<file path="config.mk">
export PLATFORM = sky130hd
export DESIGN_NAME = pe_grid_unloader_flat
export DESIGN_NICKNAME = d
export VERILOG_FILES = /design/src/rtl/pe_grid_unloader_if.sv /design/src/rtl/pe_grid_unloader.sv /design/src/flat_wrapper.sv
export SDC_FILE = /design/constraint.sdc
export NUM_CORES = 1
export LEC_CHECK = 0
export CAP_MARGIN = 20
export CORE_ASPECT_RATIO = 1.5
export CORE_MARGIN = 10
export CORE_UTILIZATION = 46
export CTS_BUF_LIST = sky130_fd_sc_hd__clkbuf_4 sky130_fd_sc_hd__clkbuf_8
export DETAILED_ROUTE_END_ITERATION = 8
export PLACE_DENSITY = 0.85
export SETUP_SLACK_MARGIN = 0.4
export SYNTH_ARGS = -nofsm -noshare
export SYNTH_HDL_FRONTEND = slang
export SYNTH_SLANG_ARGS = --single-unit
</file>
<file path="constraint.sdc">
create_clock -name clk_i -period 33.6 [get_ports clk_i]
set_input_delay 3.36 -clock clk_i [delete_from_list [all_inputs] [get_ports clk_i]]
set_output_delay 3.36 -clock clk_i [all_outputs]
set_load 0.05 [all_outputs]
</file>
<file path="src/rtl/pe_grid_unloader_if.sv">
// Row-major readback stream from the PE grid unloader: one grid element per
// handshake, tagged with its (row, col) position and an end-of-frame flag.
interface pe_grid_unloader_if #(
  parameter int unsigned Dw  = 16,
  parameter int unsigned RcW = 3
);
  logic [Dw-1:0]  data;
  logic [RcW-1:0] row;
  logic [RcW-1:0] col;
  logic           last;
  logic           valid;
  logic           ready;

  modport master (
    output data,
    output row,
    output col,
    output last,
    output valid,
    input  ready
  );

  modport slave (
    input  data,
    input  row,
    input  col,
    input  last,
    input  valid,
    output ready
  );
endinterface

</file>
<file path="src/rtl/pe_grid_unloader.sv">
// Counts solver iterations of the PE array, snapshots the N x N solution grid,
// then streams the snapshot out row-major over a valid/ready interface.
module pe_grid_unloader #(
  parameter int unsigned N     = 5,
  parameter int unsigned Dw    = 16,
  parameter int unsigned Iters = 11
) (
  input  logic                clk_i,
  input  logic                rst_ni,
  input  logic                start_i,
  input  logic [N*N*Dw-1:0]   uij_flat_i,
  output logic                solver_en_o,
  output logic                busy_o,
  output logic                done_o,
  pe_grid_unloader_if.master  out_if
);

  localparam int unsigned RcW  = $clog2(N);
  localparam int unsigned IdxW = $clog2(N * N);
  localparam int unsigned CntW = 16;

  localparam logic [CntW-1:0] IterLast = CntW'(Iters - 1);
  localparam logic [RcW-1:0]  RcLast   = RcW'(N - 1);

  typedef enum logic [2:0] {
    StIdle,
    StIter,
    StSnap,
    StStream,
    StDone
  } state_e;

  state_e                  state_q, state_d;
  logic [CntW-1:0]         cnt_q, cnt_d;
  logic [RcW-1:0]          row_q, row_d;
  logic [RcW-1:0]          col_q, col_d;
  logic [N*N-1:0][Dw-1:0]  snap_q;

  logic            valid;
  logic            last;
  logic            xfer;
  logic [IdxW-1:0] idx;

  assign valid = (state_q == StStream);
  assign last  = (row_q == RcLast) && (col_q == RcLast);
  assign xfer  = valid && out_if.ready;
  assign idx   = IdxW'(row_q) * IdxW'(N) + IdxW'(col_q);

  always_comb begin
    state_d = state_q;
    cnt_d   = cnt_q;
    row_d   = row_q;
    col_d   = col_q;
    unique case (state_q)
      StIdle: begin
        if (start_i) begin
          state_d = StIter;
          cnt_d   = '0;
        end
      end
      StIter: begin
        cnt_d = cnt_q + 1'b1;
        if (cnt_q == IterLast) begin
          state_d = StSnap;
        end
      end
      StSnap: begin
        state_d = StStream;
      end
      StStream: begin
        if (xfer) begin
          if (last) begin
            state_d = StDone;
            row_d   = '0;
            col_d   = '0;
          end else if (col_q == RcLast) begin
            col_d = '0;
            row_d = row_q + 1'b1;
          end else begin
            col_d = col_q + 1'b1;
          end
        end
      end
      StDone: begin
        // A start on the done cycle chains straight into the next frame.
        if (start_i) begin
          state_d = StIter;
          cnt_d   = '0;
        end else begin
          state_d = StIdle;
        end
      end
      default: begin
        state_d = StIdle;
      end
    endcase
  end

  always_ff @(posedge clk_i) begin
    if (!rst_ni) begin
      state_q <= StIdle;
      cnt_q   <= '0;
      row_q   <= '0;
      col_q   <= '0;
    end else begin
      state_q <= state_d;
      cnt_q   <= cnt_d;
      row_q   <= row_d;
      col_q   <= col_d;
    end
  end

  // Snapshot content is only observable while streaming, so it needs no reset.
  always_ff @(posedge clk_i) begin
    if (state_q == StSnap) begin
      snap_q <= uij_flat_i;
    end
  end

  always_comb begin
    solver_en_o  = (state_q == StIter);
    busy_o       = (state_q == StIter) || (state_q == StSnap) || (state_q == StStream);
    done_o       = (state_q == StDone);
    out_if.valid = valid;
    out_if.last  = valid && last;
    out_if.row   = row_q;
    out_if.col   = col_q;
    out_if.data  = valid ? snap_q[idx] : '0;
  end

endmodule

</file>
<file path="src/flat_wrapper.sv">
// flat-port wrapper written by rule: the top's interface ports become plain ports
module pe_grid_unloader_flat 
#(
  parameter int unsigned N     = 5,
  parameter int unsigned Dw    = 16,
  parameter int unsigned Iters = 11
)
  (clk_i, rst_ni, start_i, uij_flat_i, solver_en_o, busy_o, done_o, out_if_data, out_if_row, out_if_col, out_if_last, out_if_valid, out_if_ready);
  pe_grid_unloader_if #(.Dw(Dw), .RcW(3)) out_if_i ();
  input  logic clk_i;
  input  logic rst_ni;
  input  logic start_i;
  input  logic [N*N*Dw-1:0] uij_flat_i;
  output logic solver_en_o;
  output logic busy_o;
  output logic done_o;
  output wire logic [$bits(out_if_i.data)-1:0] out_if_data;
  output wire logic [$bits(out_if_i.row)-1:0] out_if_row;
  output wire logic [$bits(out_if_i.col)-1:0] out_if_col;
  output wire logic [$bits(out_if_i.last)-1:0] out_if_last;
  output wire logic [$bits(out_if_i.valid)-1:0] out_if_valid;
  input wire logic [$bits(out_if_i.ready)-1:0] out_if_ready;
  assign out_if_data = out_if_i.data;
  assign out_if_row = out_if_i.row;
  assign out_if_col = out_if_i.col;
  assign out_if_last = out_if_i.last;
  assign out_if_valid = out_if_i.valid;
  assign out_if_i.ready = out_if_ready;
  pe_grid_unloader #(.N(N), .Dw(Dw), .Iters(Iters)) u_core (.clk_i(clk_i), .rst_ni(rst_ni), .start_i(start_i), .uij_flat_i(uij_flat_i), .solver_en_o(solver_en_o), .busy_o(busy_o), .done_o(done_o), .out_if(out_if_i));
endmodule
</file>
# Yosys cells after proc, flatten, opt, wreduce, memory -nomap -nowiden
# Cells that the tools add are included.
totals:
  register_bits: 425
  word_cells: 75
classes:
  addsub: 4
  mul: 1
  n_lt_le_gt_ge: 1
  eq_ne: 12
  mux: 15
  n_reduce_logical: 13
op_table:
  columns: ["cell", "n"]
  rows:
  - ["binary-select mux 16 bit (select 5 bit)", 1]
  - ["two-way mux 16 bit", 3]
  - ["one-hot mux 16 bit (2 select lines)", 1]
  - ["two-way mux 3 bit", 8]
  - ["adder 16 x 1 -> 16 bit (second input constant)", 1]
  - ["== test 16 x 4 -> 1 bit (second input constant)", 1]
  - ["one-hot mux 3 bit (5 select lines)", 1]
  - ["== test 3 bit (second input constant)", 3]
  - ["adder 3 x 1 -> 3 bit (second input constant)", 2]
  - ["== test 3 x 2 -> 1 bit (second input constant)", 2]
  - ["< comparator 5 x 6 -> 1 bit (second input constant)", 1]
  - ["!= test 2 bit (second input constant)", 3]
  - ["adder 5 x 3 -> 5 bit", 1]
  - ["multiplier 3 x 3 -> 5 bit (second input constant)", 1]
  - ["!= test 2 x 1 -> 1 bit (second input constant)", 2]
  - ["AND reduction 2 bit", 2]
  - ["AND reduction 4 bit", 1]
  - ["nonzero test 2 bit", 2]
  - ["== test 3 x 1 -> 1 bit (second input constant)", 1]
  - ["logical AND 1 bit", 3]
  - ["zero test 3 bit", 1]
  - ["AND reduction 3 bit", 1]
  - ["logical OR 1 bit", 2]
  - ["OR reduction 2 bit", 1]
  - ["two-way mux 1 bit", 1]

# Logic depth before layout (Yosys ltp)
logic_depth:
  ltp_word: 5
  depth_mapped: 10

# Worst setup path after synthesis
# OpenSTA, ideal clock, no wires.
synth_timing:
  path_kind: "reg2reg"
  from: "register u_core.state_q[1]"
  to: "register u_core.snap_q[0] in the netlist's numbering, enable pin"
  setup_time_ns: 1.736
  arrival_ns: 29.594
  required_ns: 31.864
  path_slack_ns: 2.270
  path_stages_with_launch: 3
  path_buffers: 1
  cell_sequence: "dfxtp_1 -> buf_2 -> nor3b_1"
synth_via:
  elab_chain_len: 1
synth_rtl:
  columns: ["item", "line", "text"]
  rows:
  - ["start: declaration", "pe_grid_unloader.sv:33", "state_e state_q, state_d;"]
  - ["start signal: assignment", "pe_grid_unloader.sv:101", "state_q <= StIdle;"]
  - ["start signal: assignment", "pe_grid_unloader.sv:106", "state_q <= state_d;"]
  - ["== test 3 x 2 -> 1 bit", "pe_grid_unloader.sv:115", "if (state_q == StSnap) begin"]
  - ["end signal: assignment", "pe_grid_unloader.sv:116", "snap_q <= uij_flat_i;"]
  - ["end: declaration", "pe_grid_unloader.sv:37", "logic [N*N-1:0][Dw-1:0] snap_q;"]
# Every way passes these cells.
# A chain may end at the register's enable or synchronous reset.

# Worst setup path after layout
layout_timing:
  from: "register u_core.row_q[0] (netlist: u_core.out_if.row[0])"
  to: "output port out_if_data[14]"
layout_via:
  elab_chain_len: 5
layout_rtl:
  columns: ["item", "line", "text"]
  rows:
  - ["start: declaration", "pe_grid_unloader.sv:35", "logic [RcW-1:0] row_q, row_d;"]
  - ["start signal: assignment", "pe_grid_unloader.sv:108", "row_q <= row_d;"]
  - ["multiplier 3 x 3 -> 5 bit", "pe_grid_unloader.sv:47", "assign idx = IdxW'(row_q) * IdxW'(N) + IdxW'(col_q);"]
  - ["adder 5 x 3 -> 5 bit", "pe_grid_unloader.sv:47", null]
  - ["binary-select mux 16 bit (select 5 bit)", "pe_grid_unloader.sv:128", "out_if.data = valid ? snap_q[idx] : '0;"]
  - ["two-way mux 16 bit (implied by the code)", "pe_grid_unloader.sv:128", null]
  - ["two-way mux 16 bit", "pe_grid_unloader.sv:128", null]
  - ["end: declaration", "flat_wrapper.sv:17", "output wire logic [$bits(out_if_i.data)-1:0] out_if_data;"]
# Every way passes these cells. The select of a mux whose other input is x is not followed.

==> key figures <==
Outcome
  • Status: finished clean

Synthesis
  • Top-count cell post-synth: edfxtp_1
  • Top cell type by total area after synthesis: edfxtp_1
  • Synth top area share: 70.5%
  • Main synth FF type: edfxtp_1
  • Post-synthesis cell type count: 55
  • Commonest cells post-synth: edfxtp_1, mux2i_1, a22oi_1
  • Syn_area_per_cell: 18.8 um^2
  • Cells after Synth: 906
  • Post-Syn Area: 17000 um^2
  • #FFs+latches synth: 425
  • Top cells by area, synth: edfxtp_1, mux2i_1, mux4_2
  • Number of synthesized flops with an enable pin: 400
  • Synthesis Warnings: 0
  • Net Count, Synth: 1325
  • Sequential fraction of the synthesis area: 73.4%
  • FFs w/ async S/R, synth: 0%

Die
  • I/O pin cnt: 431
  • Starting Density: 46.5%
  • Die Span X: 177 um
  • Core area: 36700 um^2
  • Row cnt: 86
  • Chip height: 256 um
  • Full die area: 45300 um^2

Global routing
  • First-pass GRT wire length: 71.0 mm
  • Pin count of the biggest net entering global routing: 88
  • Total GRT Usage: 21.1%
  • Gr ovfl total: 0
  • Vias in the first global route: 11400
  • Antenna violations before repair: 22

Final layout
  • Multi-input logic area: 4210 um^2
  • Sequential Area: 12500 um^2
  • Fill cells: 2563
  • Area grow syn2layout: 35.2%
  • Layout cells sized above 1: 12.1%
  • Total Nets Final: 1784

Worst setup path
  • CP delay by family, top: adder cells
  • Most frequent cell on the critical path: ha_1
  • Setup CP Type: register to primary output
  • Max stage delay on crit path: 1.14 ns
  • Slowest-stage cell, CP: fa_2
  • WP buf/inv: 3
  • Crit path cell chain: ha_1, ha_1, inv_1, fa_2, and2b_2, nor3b_4, buf_4, a22o_1, a311oi_1, nor4_1, clkdlybuf4s50_1
  • Max FO, Critical Path: 31
  • Worst setup EP type: primary output
  • Setup crit start kind: register
  • CP required: 30.24 ns
  • Critical Path AT: 5.85 ns

Route
  • Via count: 10400
  • WL final: 49.1 mm
  • Pre-antenna DRT Iters: 5
  • DR iter-0 viols: 841
  • Via-to-Cell Ratio: 5.41
  • DR DRC count: 0
  • Per-cell routed wire length: 25.6 um
  • Antenna viol nets, final: 0

Placed design
  • Placement Setup Slack: 24.98 ns
  • Port Buf Inserts: 430
  • Routability cong.: 0.857
  • Hpwl dp: 36.0 mm

Clock network
  • H-tree levels: 2
  • Root Driver: clkbuf_8
  • Clk buf depth: 3
  • Post-CTS sizing: 0
  • Post-CTS Setup Bufs: 0
  • Skew-Pair Late Insertion Delay: 0.63 ns
  • TritonCTS clock tree: done
  • Hold buffers post-CTS: 0
  • CTS buffer count: 61
  • Clock tree sinks: 425
  • Worst-path clk slew: 0.06 ns

Flow run
  • Max-cap viol count: 0

STA
  • Setup_tns: 0 ns
  • Final setup fails: 0
  • Unrepaired setup endpoints after global routing: false
  • Slew headroom: 28.4%
  • Final hold vios: 0
  • Setup ws final: 24.39 ns
  • Final Max Tran Viols: 0
  • Slew @ Worst Pin: 1.07 ns
  • Fmax: 109 MHz
  • Post-layout min period: 9.21 ns
  • Final Cycle Share: 27.4%
  • Skew final: 0.0244 ns

Power
  • Peak supply drop: 0.0000376 V
  • Cell Pwr Density: 45.4 nW/um^2
  • Lkg Pwr: 7.30 nW

Worst hold path
  • Hold Crit Class: register to register
[path summary, 6_finish.rpt]
check                  startpoint                to  slack, ns  cells past startpoint
min reg2reg      u_core.cnt_q[15]  u_core.cnt_q[15]       0.54                      2
min              u_core.cnt_q[15]  u_core.cnt_q[15]       0.54                      2
max          u_core.out_if.row[0]   out_if_data[14]      24.39                     11
max reg2reg     u_core.state_q[1]  u_core.snap_q[8]      29.48                      4
[metal layers]
metal,up-vias,GRT usage [%],wire length [um]
li1,4655,-,-
met1,5112,22.2,16600
met2,491,36.8,26500
met3,104,5.95,4000
met4,6,11.8,1950
met5,-,0,41
[area by class of cell]
cell class	count	share of cell area (%)
Sequential cell	425	54.3
Timing Repair Buffer	442	19.2
Multi-Input combinational cell	426	18.3
Clock buffer	79	4.23
Tap cell	484	2.63
Clock inverter	31	1.10
Antenna cell	19	0.206
Inverter	9	0.147
[flip-flops by register name (all words and copies together) (netlist names)]
signal	cells
u_core.cnt_q	16
u_core.out_if.col	3
u_core.out_if.row	3
u_core.snap_q	400
u_core.state_q	3
[metrics by stage]
| stage | cells | total power [mW] | instance area (um^2) | hold WS [ns] | util [%] |
|---|---|---|---|---|---|
| global placement | 1785 | 0.642 | 21700 | 0.506 | 59.3 |
| CTS | 1895 | 1.06 | 23000 | 0.556 | 62.6 |
| global route | 1915 | 1.08 | 23000 | 0.576 | 62.8 |
| detailed placement | 1785 | 0.644 | 21700 | 0.515 | 59.3 |
| finish | 1915 | 1.05 | 23000 | 0.545 | 62.8 |
| floorplan | 906 | 0.593 | 17000 | 0.479 | - |
[cells in the final DEF, fill, tap and decap left out, types with 5 or more instances in the layout]
cell	n
clkdlybuf4s50_1	430
edfxtp_1	400
mux2i_1	120
clkbuf_8	61
a22oi_1	51
mux4_2	44
nor2_1	37
dfxtp_1	25
diode_2	19
clkbuf_4	18
nand2_1	16
a311oi_1	16
clkinv_1	15
a211oi_1	13
a32oi_1	12
ha_1	12
buf_4	11
xor2_1	10
inv_1	9
xnor2_1	7
clkinv_2	7
nor2b_1	6
and4_1	6
nand4_1	6
nand3_1	6
and2_1	5
nor4_1	5
[report_power, final]
part           total [mW]  switching, mW  internal, mW
clock               0.414          0.193         0.220
combinational      0.0535         0.0116        0.0419
sequential          0.579       0.000447         0.578
[logic make-up (layout without fill, tap and decap cells)]
family | count (synthesis) | after routing | synth area share (%)
compound gates | 117 | 117 | 5.66
flops | 425 | 425 | 73.4
other cells | 0 | 19 | 0
mux | 164 | 164 | 12.9
buf+inv | 55 | 561 | 2.30
xor+xnor | 19 | 19 | 1.06
simple gates | 111 | 111 | 3.58
fa+ha+maj | 15 | 15 | 1.14
[worst register-to-register path, cell delays in order, from the launching register on]
cell	delay (ns)
dfxtp_1	0.72
nor3b_2	0.33
buf_4	0.70
buf_4	0.94
buf_4	0.97
Power figures use the tool's default switching activity.
